### config.mk
export PLATFORM = sky130hd
export DESIGN_NAME = piso_seq_ctrl
export DESIGN_NICKNAME = d
export VERILOG_FILES = /design/src/rtl/piso_seq_pkg.sv /design/src/rtl/piso_seq_ctrl_piso.sv /design/src/rtl/piso_seq_ctrl.sv
export SDC_FILE = /design/constraint.sdc
export NUM_CORES = 1
export LEC_CHECK = 0
export ABC_AREA = 1
export CELL_PAD_IN_SITES_DETAIL_PLACEMENT = 2
export CELL_PAD_IN_SITES_GLOBAL_PLACEMENT = 2
export CORE_ASPECT_RATIO = 1.4
export CORE_MARGIN = 1
export CORE_UTILIZATION = 30
export DETAILED_ROUTE_END_ITERATION = 10
export GPL_TIMING_DRIVEN = 1
export PLACE_DENSITY_LB_ADDON = 0.12
export SYNTH_ARGS = -nofsm -noshare
export SYNTH_HDL_FRONTEND = slang
export SYNTH_SLANG_ARGS = --single-unit
### constraint.sdc
create_clock -name clk -period 8.8 [get_ports clk]
set_clock_uncertainty 0.2 [all_clocks]
set_input_delay 1.76 -clock clk [delete_from_list [all_inputs] [get_ports clk]]
set_output_delay 1.76 -clock clk [all_outputs]
set_load 0.1 [all_outputs]
### src/rtl/piso_seq_pkg.sv
// Shared types and helpers for the PISO sequencer: FSM state encoding,
// default block width and a counter width that never collapses to zero.
package piso_seq_pkg;

    localparam int DATA_W_DEF = 128;

    typedef enum logic {
        IDLE  = 1'b0,
        SHIFT = 1'b1
    } state_t;

    function automatic int cnt_width(input int w);
        return (w > 1) ? $clog2(w) : 1;
    endfunction

endpackage

### src/rtl/piso_seq_ctrl_piso.sv
// PISO datapath: parallel load has priority over shift; shifts left with zero
// fill and presents the MSB as the serial output.
module piso_seq_ctrl_piso
    import piso_seq_pkg::*;
#(
    parameter int DATA_W = DATA_W_DEF
) (
    input  logic              clk,
    input  logic              rst,
    input  logic              load,
    input  logic              en,
    input  logic [DATA_W-1:0] data_i,
    output logic              data_o
);

    logic [DATA_W-1:0] r_shift;

    always_ff @(posedge clk or posedge rst) begin
        if (rst) begin
            r_shift <= '0;
        end else if (load) begin
            r_shift <= data_i;
        end else if (en) begin
            r_shift <= {r_shift[DATA_W-2:0], 1'b0};
        end
    end

    assign data_o = r_shift[DATA_W-1];

endmodule

### src/rtl/piso_seq_ctrl.sv
// Sequencer for the 128-bit PISO path: one-block holding buffer, bit counter and
// valid/ready handshakes on both sides with zero-bubble block chaining.
module piso_seq_ctrl
    import piso_seq_pkg::*;
#(
    parameter int DATA_W = DATA_W_DEF,
    parameter int CNT_W  = cnt_width(DATA_W)
) (
    input  logic              clk,
    input  logic              rst,
    input  logic              blk_valid_i,
    output logic              blk_ready_o,
    input  logic [DATA_W-1:0] blk_data_i,
    input  logic              abort_i,
    output logic              bit_o,
    output logic              bit_valid_o,
    input  logic              bit_ready_i,
    output logic              busy_o,
    output logic              done_o,
    output logic [CNT_W-1:0]  bit_idx_o
);

    state_t            r_state;
    state_t            w_next;
    logic [CNT_W-1:0]  r_cnt;
    logic              r_buf_full;
    logic [DATA_W-1:0] r_buf;

    logic              w_blk_acc;
    logic              w_bit_acc;
    logic              w_last;
    logic              w_load;
    logic              w_en;
    logic [DATA_W-1:0] w_load_data;
    logic              w_shift_bit;

    assign w_blk_acc = blk_valid_i & ~r_buf_full & ~abort_i;
    assign w_bit_acc = (r_state == SHIFT) & bit_ready_i & ~abort_i;
    assign w_last    = w_bit_acc & (r_cnt == CNT_W'(DATA_W - 1));

    always_ff @(posedge clk or posedge rst) begin
        if (rst) begin
            r_state <= IDLE;
        end else begin
            r_state <= w_next;
        end
    end

    always_comb begin
        w_next = r_state;
        if (abort_i) begin
            w_next = IDLE;
        end else begin
            case (r_state)
                IDLE:    if (w_blk_acc) w_next = SHIFT;
                SHIFT:   if (w_last && !r_buf_full && !w_blk_acc) w_next = IDLE;
                default: w_next = IDLE;
            endcase
        end
    end

    // Abort reuses the parallel load with an all-zero word to clear the shifter.
    always_comb begin
        w_load      = 1'b0;
        w_en        = 1'b0;
        w_load_data = blk_data_i;
        if (abort_i) begin
            w_load      = 1'b1;
            w_load_data = '0;
        end else if (r_state == IDLE) begin
            w_load = w_blk_acc;
        end else if (w_last && (r_buf_full || w_blk_acc)) begin
            w_load = 1'b1;
            if (r_buf_full) w_load_data = r_buf;
        end else begin
            w_en = w_bit_acc;
        end
    end

    always_ff @(posedge clk or posedge rst) begin
        if (rst) begin
            r_cnt      <= '0;
            r_buf_full <= 1'b0;
            r_buf      <= '0;
        end else if (abort_i) begin
            r_cnt      <= '0;
            r_buf_full <= 1'b0;
        end else begin
            if (w_load || w_last) begin
                r_cnt <= '0;
            end else if (w_en) begin
                r_cnt <= r_cnt + 1'b1;
            end
            // A block arriving on the last bit with an empty buffer bypasses it.
            if (w_last && r_buf_full) begin
                r_buf_full <= 1'b0;
            end else if (w_blk_acc && (r_state == SHIFT) && !w_last) begin
                r_buf      <= blk_data_i;
                r_buf_full <= 1'b1;
            end
        end
    end

    piso_seq_ctrl_piso #(
        .DATA_W (DATA_W)
    ) u_piso (
        .clk    (clk),
        .rst    (rst),
        .load   (w_load),
        .en     (w_en),
        .data_i (w_load_data),
        .data_o (w_shift_bit)
    );

    assign bit_o       = w_shift_bit;
    assign bit_valid_o = (r_state == SHIFT);
    assign done_o      = w_last;
    assign bit_idx_o   = r_cnt;
    assign blk_ready_o = ~r_buf_full;
    assign busy_o      = (r_state == SHIFT) | r_buf_full;

endmodule

==> run_results.csv <==
group,metric,value,unit
run_status,status,"complete, no violations",
yosys,ys.warnings.count,0,
routing,drt-wirelength-per-cell,17.8,um
clock_tree,ctsResizeCount,0,
power_and_ir_drop,vdd_drop_max,141,uV
timing,min_period_over_period,0.741,
grt,grt-ovfl-total,0,
setup_path,crit_chain,"clkdlybuf4s50_1 > nor2_4 > buf_4 > nand3_2 > inv_1 > clkdlybuf4s50_1",
timing,setup_viol,0,
final_layout,nFillCells,5635,
setup_path,crit_arrival,4.56,ns
floorplan,start_util,0.304,
clock_tree,cts.sinks,265,
clock_tree,clockBufferDepth,3,
routing,viasPerCell,5.00,
grt,grt_pass1_vias,15300,
yosys,yosys.cell_types.count,29,
setup_path,endpoint_kind,"output pin",
routing,drcViolationCount,0,
yosys,yosysSeqAreaShare,0.454,
setup_path,cp-start-kind,"input port",
min_path,worstHoldPathType,"reg -> reg",
clock_tree,numCtsBuffers,31,
grt,grt.total_usage,0.198,
yosys,synth_edf_count,0,
setup_path,crit_required,6.84,ns
setup_path,cpMaxStageDelayCell,"clkdlybuf4s50_1",
yosys,async_flop_share,1.00,
routing,wirelength,48300,um
floorplan,die_area,49600,um2
clock_tree,htree_levels,1,
routing,first_iter_violations,464,
run,cap_violations,0,
setup_path,cp_max_fo,55,
grt,grt_pass1_wl,79800,um
clock_tree,cts-root-buf,"clkbuf_16",
yosys,yosys.area.top_type,"dfrtp_1",
setup_path,critPathKind,"in -> out",
floorplan,die_width,188,um
placement,dpl_cell_area,16100,um2
yosys,mappedNetlistArea,14600,um2
final_layout,drive_gt1_frac,0.0751,
timing,max_freq,153,MHz
placement,place_ws,2.28,ns
timing,maxSlewViolCount,0,
yosys,synth_area_leaders,"dfrtp_1 45%, nand2_1 27%, nand4_1 5.6%, nand3_1 4.5%, o21ai_2 4.2%",
floorplan,ios,145,
final_layout,area_growth,17.2,%
placement,hpwl,27900,um
floorplan,rows,95,
placement,gp_congestion,0.705,
setup_path,critPathMaxStageDelay,1.14,ns
yosys,synth_nets,2148,
grt,grt_start_max_net_pins,171,
placement,portBuffers,144,
routing,vias,13500,
final_layout,finalNetCount,2187,
yosys,ys_seq_elements,265,
yosys,synth-main-ff-cell,"dfrtp_1",
power_and_ir_drop,pwr_density_cell,208,nW/um2
timing,rsz0062_at_grt,"false",
grt,antenna_found_initial,2,
clock_tree,clk_latency,0.58,ns
floorplan,die_y,263,um
yosys,yosysMostFrequentCell,"nand2_1",
yosys,synth_top_area_share,0.454,
routing,dr.pass1.iters,4,
setup_path,crit_top_cell,"clkdlybuf4s50_1",
timing,fin_ws,2.28,ns
yosys,syn_avg_cell_area,7.25,um2
final_layout,diodes,0,
clock_tree,cts_hold_buf,0,
floorplan,core_area,48000,um2
timing,slew_headroom,0.235,
final_layout,final_area,17100,um2
yosys,syn_inst,2014,
timing,finalHoldViolCount,0,
clock_tree,cts_tree,"yes",
timing,fin_setup_tns,0,ns
timing,tightest_slew,1.15,ns
timing,post-route-min-period,6.52,ns
clock_tree,postCtsSetupBuffers,0,
clock_tree,clk_pin_slew_worst_paths,0.06,ns
power_and_ir_drop,finalPower,3.56,mW
yosys,netlist_top_cells_count,"1032 x nand2_1, 265 x dfrtp_1, 137 x inv_1",
routing,drtAntennaViolNets,0,
power_and_ir_drop,leakage,9.23,nW
[routing by layer]
layer,wire [um],up-vias,GRT usage
met5,31,-,0
met4,830,4,0.0451
met3,1340,56,0.0232
met2,25500,153,0.379
met1,20500,6909,0.229
li1,-,6424,-
[final cells by class]
type	instances	area, um2	share of cell area
clock inverter	15	155	0.00906
inverter	141	541	0.0316
clock buffer	42	897	0.0524
timing repair buffer	160	1610	0.0941
sequential	265	6640	0.388
tap	630	788	0.0460
multi-input combinational	1454	6490	0.379
[cell families (layout without fill, tap and decap cells)]
family	Yosys count	count (layout)	share of synthesized area
fa+ha+maj	1	1	0.000857
buf+inv	295	358	0.104
simple gates	1312	1312	0.374
compound gates	140	140	0.0665
flops	265	265	0.454
xor+xnor	1	1	0.000600
[state kept, by name (all words and copies together) (netlist names)]
name,count
bit_idx_o,7
bit_valid_o,1
u_piso.r_shift,128
r_buf,128
r_buf_full,1
[worst max-delay path: cells and delay by family]
kind | cells | cell delay [ns]
buffers and inverters | 4 | 2.44
AND/OR/NAND/NOR | 2 | 0.35
[cell usage in the layout (no fill, tap or decap)]
| cell | Yosys | final |
|---|---|---|
| nand4_1 | 130 | 130 |
| clkinvlp_4 | 0 | 3 |
| clkbuf_1 | 20 | 3 |
| o21ai_2 | 70 | 70 |
| clkinv_2 | 1 | 10 |
| dfrtp_1 | 265 | 264 |
| nand2_1 | 1032 | 1032 |
| clkbuf_8 | 0 | 8 |
| ha_1 | 1 | 1 |
| nand2_2 | 2 | 2 |
| clkbuf_16 | 0 | 31 |
| inv_1 | 137 | 136 |
| inv_4 | 0 | 3 |
| buf_12 | 0 | 4 |
| a21oi_1 | 4 | 4 |
| inv_2 | 3 | 1 |
| bufinv_16 | 0 | 3 |
| nor2_4 | 1 | 2 |
| dfrtp_4 | 0 | 1 |
| nand3_1 | 132 | 131 |
| o21ai_0 | 20 | 20 |
| buf_4 | 13 | 12 |
| nor2_1 | 7 | 7 |
| nor3_1 | 1 | 1 |
| nand3_4 | 0 | 2 |
| nor3b_1 | 1 | 1 |
| o21ai_1 | 43 | 43 |
| clkdlybuf4s50_1 | 0 | 144 |
| o31ai_1 | 1 | 1 |
| or2_4 | 0 | 1 |
| xor2_1 | 1 | 1 |
| nand3_2 | 3 | 2 |
| o21bai_1 | 2 | 2 |
| nand2_8 | 0 | 1 |
[through the flow]
stage / hold WS [ns] / util / cells
after global routing: 0.301 / 0.357 / 2707
final: 0.279 / 0.357 / 2707
after CTS: 0.283 / 0.357 / 2707
after detailed placement: 0.266 / 0.335 / 2650
after floorplan: 0.249 / - / 2014
after global placement: 0.261 / 0.335 / 2650
[where the power goes]
| part | switching [mW] | total [mW] | internal, mW |
|---|---|---|---|
| clock network | 0.565 | 1.36 | 0.797 |
| registers | 0.140 | 1.60 | 1.46 |
| logic | 0.369 | 0.600 | 0.231 |
[final timing paths]
| kind | start | slack (ns) | cells after the start | to |
|---|---|---|---|---|
| max | abort_i | 2.28 | 6 | done_o |
| min | u_piso.r_shift[109] | 0.28 | 2 | u_piso.r_shift[109] |
| max reg2reg | bit_valid_o | 4.34 | 11 | u_piso.r_shift[113] |
| min reg2reg | u_piso.r_shift[109] | 0.28 | 2 | u_piso.r_shift[109] |
| max in group asynchronous | rst | 5.08 | 4 | r_buf_full |
| min in group asynchronous | rst | 1.40 | 2 | r_buf[42] |
(Power assumes the default switching activity.)
